File: config.mk
export PLATFORM = sky130hd
export DESIGN_NAME = riscv_exc_controller_flat
export DESIGN_NICKNAME = d
export VERILOG_FILES = /design/src/rtl/riscv_exc_controller_if.sv /design/src/rtl/riscv_exc_controller.sv /design/src/flat_wrapper.sv
export SDC_FILE = /design/constraint.sdc
export NUM_CORES = 1
export LEC_CHECK = 0
export ABC_AREA = 1
export BUFFER_PORTS_ARGS = -buffer_cell sky130_fd_sc_hd__buf_2
export CAP_MARGIN = 30
export CORE_MARGIN = 2
export CORE_UTILIZATION = 45
export CTS_BUF_LIST = sky130_fd_sc_hd__clkbuf_4 sky130_fd_sc_hd__clkbuf_8 sky130_fd_sc_hd__clkbuf_16
export DETAILED_ROUTE_END_ITERATION = 10
export PLACE_DENSITY = 0.71
export SETUP_SLACK_MARGIN = 0.15
export SKIP_LAST_GASP = 1
export SLEW_MARGIN = 20
export SYNTH_ARGS = -nofsm -noshare
export SYNTH_HDL_FRONTEND = slang
export SYNTH_SLANG_ARGS = --single-unit
File: constraint.sdc
create_clock -name clk -period 3.45 [get_ports clk]
set_input_delay 0.69 -clock clk [delete_from_list [all_inputs] [get_ports clk]]
set_output_delay 0.69 -clock clk [all_outputs]
set_load 0.01 [all_outputs]
File: src/rtl/riscv_exc_controller_if.sv
// Request/ack handshake between the exception arbiter (master) and the core controller (slave).
interface riscv_exc_controller_if;
    logic       exc_req_o;
    logic       exc_ack_i;
    logic       exc_kill_i;
    logic       is_irq_o;
    logic [5:0] vec_idx_o;
    logic [5:0] cause_o;
    logic       save_cause_o;

    modport master (
        output exc_req_o, is_irq_o, vec_idx_o, cause_o, save_cause_o,
        input  exc_ack_i, exc_kill_i
    );

    modport slave (
        input  exc_req_o, is_irq_o, vec_idx_o, cause_o, save_cause_o,
        output exc_ack_i, exc_kill_i
    );
endinterface

File: src/rtl/riscv_exc_controller.sv
// Exception/interrupt arbiter: fixed-priority pick, registered request, req/ack handshake, irq ack.
// Optional macro RISCV_IRQ_LATCH_EN makes pending interrupts sticky (edge-captured, cleared on ack).
module riscv_exc_controller #(
    parameter int unsigned NUM_IRQ = 32
) (
    input  logic                     clk,
    input  logic                     rst_n,
    input  logic [NUM_IRQ-1:0]       irq_i,
    input  logic                     irq_enable_i,
    input  logic                     illegal_insn_i,
    input  logic                     ecall_insn_i,
    input  logic                     lsu_err_i,
    riscv_exc_controller_if.master   ctrl,
    output logic                     irq_ack_o,
    output logic [4:0]               irq_id_o
);

    localparam int unsigned ID_W  = 5;
    localparam int unsigned VEC_W = 6;

    localparam logic [VEC_W-1:0] VEC_ILLEGAL   = 6'd32;
    localparam logic [VEC_W-1:0] VEC_ECALL     = 6'd33;
    localparam logic [VEC_W-1:0] VEC_LSU       = 6'd34;
    localparam logic [VEC_W-1:0] CAUSE_ILLEGAL = 6'h02;
    localparam logic [VEC_W-1:0] CAUSE_ECALL   = 6'h0B;
    localparam logic [VEC_W-1:0] CAUSE_LSU     = 6'h05;

    typedef enum logic [1:0] {
        S_IDLE     = 2'd0,
        S_REQ      = 2'd1,
        S_IRQ_DONE = 2'd2
    } state_e;

    state_e               r_state;
    state_e               w_state_nxt;
    logic [NUM_IRQ-1:0]   r_irq_pend;
    logic [VEC_W-1:0]     r_vec_idx;
    logic [VEC_W-1:0]     r_cause;
    logic                 r_is_irq;

    logic [NUM_IRQ-1:0]   w_irq_cand;
    logic                 w_irq_valid;
    logic [ID_W-1:0]      w_irq_id;
    logic                 w_sync_valid;
    logic [VEC_W-1:0]     w_sync_vec;
    logic [VEC_W-1:0]     w_sync_cause;
    logic                 w_capture;
    logic [VEC_W-1:0]     w_cap_vec;
    logic [VEC_W-1:0]     w_cap_cause;
    logic                 w_cap_irq;
    logic                 w_in_req;

`ifdef RISCV_IRQ_LATCH_EN
    logic [NUM_IRQ-1:0]   r_irq_prev;
    logic [NUM_IRQ-1:0]   w_pend_clr;

    assign w_pend_clr = irq_ack_o ? (NUM_IRQ'(1) << r_irq_id_sel()) : '0;

    function automatic logic [ID_W-1:0] r_irq_id_sel();
        return r_vec_idx[ID_W-1:0];
    endfunction

    // Sticky pending: set on a rising edge, cleared only when that id is acknowledged.
    always_ff @(posedge clk or negedge rst_n) begin
        if (!rst_n) begin
            r_irq_prev <= '0;
            r_irq_pend <= '0;
        end else begin
            r_irq_prev <= irq_i;
            r_irq_pend <= (r_irq_pend & ~w_pend_clr) | (irq_i & ~r_irq_prev);
        end
    end
`else
    // Level sampling: one register stage on the raw interrupt lines.
    always_ff @(posedge clk or negedge rst_n) begin
        if (!rst_n) begin
            r_irq_pend <= '0;
        end else begin
            r_irq_pend <= irq_i;
        end
    end
`endif

    // Lowest enabled pending index wins among interrupts.
    always_comb begin
        w_irq_cand  = r_irq_pend & {NUM_IRQ{irq_enable_i}};
        w_irq_valid = |w_irq_cand;
        w_irq_id    = '0;
        for (int i = NUM_IRQ - 1; i >= 0; i--) begin
            if (w_irq_cand[i]) begin
                w_irq_id = ID_W'(i);
            end
        end
    end

    always_comb begin
        w_sync_valid = lsu_err_i | illegal_insn_i | ecall_insn_i;
        if (lsu_err_i) begin
            w_sync_vec   = VEC_LSU;
            w_sync_cause = CAUSE_LSU;
        end else if (illegal_insn_i) begin
            w_sync_vec   = VEC_ILLEGAL;
            w_sync_cause = CAUSE_ILLEGAL;
        end else begin
            w_sync_vec   = VEC_ECALL;
            w_sync_cause = CAUSE_ECALL;
        end
    end

    always_ff @(posedge clk or negedge rst_n) begin
        if (!rst_n) begin
            r_state <= S_IDLE;
        end else begin
            r_state <= w_state_nxt;
        end
    end

    // Next state and capture decision; ack beats kill, kill beats sync preemption of an irq.
    always_comb begin
        w_state_nxt = r_state;
        w_capture   = 1'b0;
        w_cap_vec   = w_sync_vec;
        w_cap_cause = w_sync_cause;
        w_cap_irq   = 1'b0;
        case (r_state)
            S_IDLE: begin
                if (w_sync_valid) begin
                    w_capture   = 1'b1;
                    w_state_nxt = S_REQ;
                end else if (w_irq_valid) begin
                    w_capture   = 1'b1;
                    w_cap_vec   = {1'b0, w_irq_id};
                    w_cap_cause = {1'b1, w_irq_id};
                    w_cap_irq   = 1'b1;
                    w_state_nxt = S_REQ;
                end
            end
            S_REQ: begin
                if (ctrl.exc_ack_i) begin
                    w_state_nxt = r_is_irq ? S_IRQ_DONE : S_IDLE;
                end else if (ctrl.exc_kill_i) begin
                    w_state_nxt = S_IDLE;
                end else if (r_is_irq && w_sync_valid) begin
                    w_capture = 1'b1;
                end else if (r_is_irq && !irq_enable_i) begin
                    w_state_nxt = S_IDLE;
                end
            end
            S_IRQ_DONE: begin
                w_state_nxt = S_IDLE;
            end
            default: begin
                w_state_nxt = S_IDLE;
            end
        endcase
    end

    always_ff @(posedge clk or negedge rst_n) begin
        if (!rst_n) begin
            r_vec_idx <= '0;
            r_cause   <= '0;
            r_is_irq  <= 1'b0;
        end else if (w_capture) begin
            r_vec_idx <= w_cap_vec;
            r_cause   <= w_cap_cause;
            r_is_irq  <= w_cap_irq;
        end
    end

    // Request payload is only presented while the request is outstanding.
    assign w_in_req           = (r_state == S_REQ);
    assign ctrl.exc_req_o     = w_in_req;
    assign ctrl.is_irq_o      = w_in_req & r_is_irq;
    assign ctrl.vec_idx_o     = w_in_req ? r_vec_idx : '0;
    assign ctrl.cause_o       = w_in_req ? r_cause : '0;
    assign ctrl.save_cause_o  = w_in_req & ctrl.exc_ack_i;
    assign irq_ack_o          = (r_state == S_IRQ_DONE);
    assign irq_id_o           = irq_ack_o ? r_vec_idx[ID_W-1:0] : '0;

endmodule

File: src/flat_wrapper.sv
// flat-port wrapper written by rule: the top's interface ports become plain ports
module riscv_exc_controller_flat 
#(
    parameter int unsigned NUM_IRQ = 32
)
  (clk, rst_n, irq_i, irq_enable_i, illegal_insn_i, ecall_insn_i, lsu_err_i, irq_ack_o, irq_id_o, ctrl_exc_req_o, ctrl_is_irq_o, ctrl_vec_idx_o, ctrl_cause_o, ctrl_save_cause_o, ctrl_exc_ack_i, ctrl_exc_kill_i);
  riscv_exc_controller_if ctrl_i ();
  input  logic clk;
  input  logic rst_n;
  input  logic [NUM_IRQ-1:0] irq_i;
  input  logic irq_enable_i;
  input  logic illegal_insn_i;
  input  logic ecall_insn_i;
  input  logic lsu_err_i;
  output logic irq_ack_o;
  output logic [4:0] irq_id_o;
  output wire logic [$bits(ctrl_i.exc_req_o)-1:0] ctrl_exc_req_o;
  output wire logic [$bits(ctrl_i.is_irq_o)-1:0] ctrl_is_irq_o;
  output wire logic [$bits(ctrl_i.vec_idx_o)-1:0] ctrl_vec_idx_o;
  output wire logic [$bits(ctrl_i.cause_o)-1:0] ctrl_cause_o;
  output wire logic [$bits(ctrl_i.save_cause_o)-1:0] ctrl_save_cause_o;
  input wire logic [$bits(ctrl_i.exc_ack_i)-1:0] ctrl_exc_ack_i;
  input wire logic [$bits(ctrl_i.exc_kill_i)-1:0] ctrl_exc_kill_i;
  assign ctrl_exc_req_o = ctrl_i.exc_req_o;
  assign ctrl_is_irq_o = ctrl_i.is_irq_o;
  assign ctrl_vec_idx_o = ctrl_i.vec_idx_o;
  assign ctrl_cause_o = ctrl_i.cause_o;
  assign ctrl_save_cause_o = ctrl_i.save_cause_o;
  assign ctrl_i.exc_ack_i = ctrl_exc_ack_i;
  assign ctrl_i.exc_kill_i = ctrl_exc_kill_i;
  riscv_exc_controller #(.NUM_IRQ(NUM_IRQ)) u_core (.clk(clk), .rst_n(rst_n), .irq_i(irq_i), .irq_enable_i(irq_enable_i), .illegal_insn_i(illegal_insn_i), .ecall_insn_i(ecall_insn_i), .lsu_err_i(lsu_err_i), .ctrl(ctrl_i), .irq_ack_o(irq_ack_o), .irq_id_o(irq_id_o));
endmodule
==> results.md <==
* Outcome: finished, final reports clean
* H-tree Lvls at 2
* Largest net degree at the start of global routing at 46
* RSZ-0062 raised after global routing: no
* Ys async rst share at 100%
* DIE HEIGHT at 70.5 um
* Clk slew on worst S/H paths at 0.08 ns
* Synth area leader: dfrtp_1
* CP peak stage delay at 0.41 ns
* Routed wire length at 3.47 mm
* Port bufs at 60
* Max cap viols at 0
* Fin. max-slew vios at 0
* Vias/cell at 4.55
* Clk sinks at 45
* DP Cell Count at 346
* CP max FO at 35
* Post-CTS setup buffers at 0
* Diodes inserted at 0
* Die Wd at 70.5 um
* EDFF count, synth at 0
* CTS resizes at 0
* Core area at 4290 um2
* GPL Wtd Cong at 0.797
* Final setup violation count at 0
* Fin crit period at 2.68 ns
* Clk_lat worst skew at 0.29 ns
* Root buf cell: clkbuf_8
* Top cell type's share of synthesized area at 56.6%
* Slew @ Worst Pin at 0.502 ns
* Yosys warns at 0
* Worst hold slack at 0.299 ns
* Finished Layout Cells at 355
* Clk buf depth at 2
* Tot GR Track Use at 15.4%
* Syn avg cell area at 8.25 um2
* Initial antenna violation count at 0
* Commonest non-fill, non-tap cells in the layout: nand2_1 (93), buf_2 (60), dfrtp_1 (45)
* Routed Antenna Nets at 0
* Static leakage at 1.36 nW
* Worst clock skew at 0.00740 ns
* Final TNS setup at 0 ns
* Critical path startpoint category: primary input
* Finished Cell Area at 2420 um2
* Pre-antenna DRT Iters at 4
* Mapped Area at 1990 um2
* Arrival @ worst endpoint at 2.91 ns
* DR vias at 1617
* Largest cells by area after synthesis: dfrtp_1 (57%), nand2_1 (18%), nor2_1 (7.4%)
* Initial Util at 46.3%
* FMAX at 0.374 GHz
* Required @ worst endpoint at 3.69 ns
* Synth unique cells at 27
* Area Overhead vs Synth at 21.6%
* Commonest non-fill, non-tap cell in the layout: nand2_1
* First-pass GRT wire length at 6.10 mm
* DP Wirelength at 2.62 mm
* Hold crit path type: primary input to async pin
* Headroom to the max-slew limit at 66.5%
* Ys flop type: dfrtp_1
* Post-DR wirelength/cell at 9.77 um
* Cell area after placement at 2300 um2
* Synthesized flop and latch total at 45
* Largest vdd supply drop at 0.302 mV
* CP max-delay cell: buf_2
* Io pins at 61
* Tcrit/Tclk final at 77.6%
* Final net count at 342
* Most frequent CP cell: nand2_1
* Cells after Synth at 241
* PD cells at 563 nW/um2
* DRC viols at 0
* Layout cells sized above 1 at 25.7%
* Vias in the first global route at 1496
* Hold buffers post-CTS at 0
* Seq/Total Area, Yosys at 56.6%
* Critical Path Source: irq_enable_i
* Gr ovfl total at 0
* Final hold violations at 0
* CTS tree: done
* Floorplan row count at 24
* WS Path Type: primary input to flop
* Num CTS Buffers at 5
* Crit end category: flop
* R2r setup slk at 1.24 ns
* R2r startpoint: u_core.r_irq_pend[29]$_DFF_PN0_
* Syn nets at 281
* DIE AREA at 4970 um2
* DRT iter0 DRCs at 72
-- Yosys cell counts (2+ instances only) --
| library cell | number |
|---|---|
| o21ai_1 | 5 |
| nor2_1 | 39 |
| buf_6 | 3 |
| buf_4 | 2 |
| nand2_1 | 93 |
| o22ai_1 | 3 |
| o21ai_0 | 6 |
| nor3_1 | 2 |
| nand3_1 | 3 |
| inv_1 | 21 |
| dfrtp_1 | 45 |
| a21oi_1 | 4 |
-- worst paths after layout --
check                           cells after the start                         endpoint
worst min register to register                      2  u_core.r_vec_idx[0]$_DFFE_PN0P_
min in group clk                                    1  u_core.r_irq_pend[31]$_DFF_PN0_
worst min-delay path                                1  u_core.r_irq_pend[31]$_DFF_PN0_
max in group asynchronous                           2  u_core.r_irq_pend[10]$_DFF_PN0_
worst max-delay path                               35  u_core.r_vec_idx[0]$_DFFE_PN0P_
worst max register to register                     34  u_core.r_vec_idx[0]$_DFFE_PN0P_
-- per-layer routing --
layer / part of all wire [%] / GRT usage (%)
met5: 0 / 0
met4: 1.4 / 5.13
met1: 45 / 18.9
met2: 47 / 26.1
met3: 6.5 / 4.18
-- state kept, by name (all words and copies together) (netlist names) --
register	flops
u_core.r_irq_pend	32
u_core.r_is_irq	1
u_core.r_cause	5
u_core.r_vec_idx	5
u_core.r_state	2
-- stage by stage --
stage / total power [mW] / worst slack [ns] / utilization, %
2_1_floorplan: 0.905 / 1.03 / -
3_3_place_gp: 1.02 / 0.475 / 53.5
3_5_place_dp: 1.03 / 0.444 / 53.5
4_1_cts: 1.37 / 0.744 / 55.8
5_1_grt: 1.47 / 0.370 / 56.3
6_report: 1.36 / 0.773 / 56.3
-- area by class of cell --
| cell class | count | area [um2] |
|---|---|---|
| Clock buffer | 7 | 96.3 |
| Clock inverter | 1 | 5.00 |
| Fill cell | 425 | 1880 |
| Inverter | 23 | 91.3 |
| Multi-Input combinational cell | 166 | 713 |
| Sequential cell | 45 | 1130 |
| Tap cell | 52 | 65.1 |
| Timing Repair Buffer | 61 | 320 |
-- logic make-up after synthesis --
logic type / share of synthesized area (%)
AND/OR/NAND/NOR: 28.8
flip-flops: 56.6
buffers and inverters: 7.49
AO/OA/AOI/OAI: 7.11
-- power breakdown --
group | total (mW) | internal (mW) | switching, mW
Sequential | 0.623 | 0.595 | 0.0275
Clock | 0.343 | 0.181 | 0.162
Combinational | 0.396 | 0.144 | 0.252
Total | 1.36 | 0.920 | 0.441
-- critical path, delay by kind of cell --
kind	cells	cell delay, ns
buf+inv	1	0.41
simple gates	34	1.85
Power figures use the tool's default switching activity.
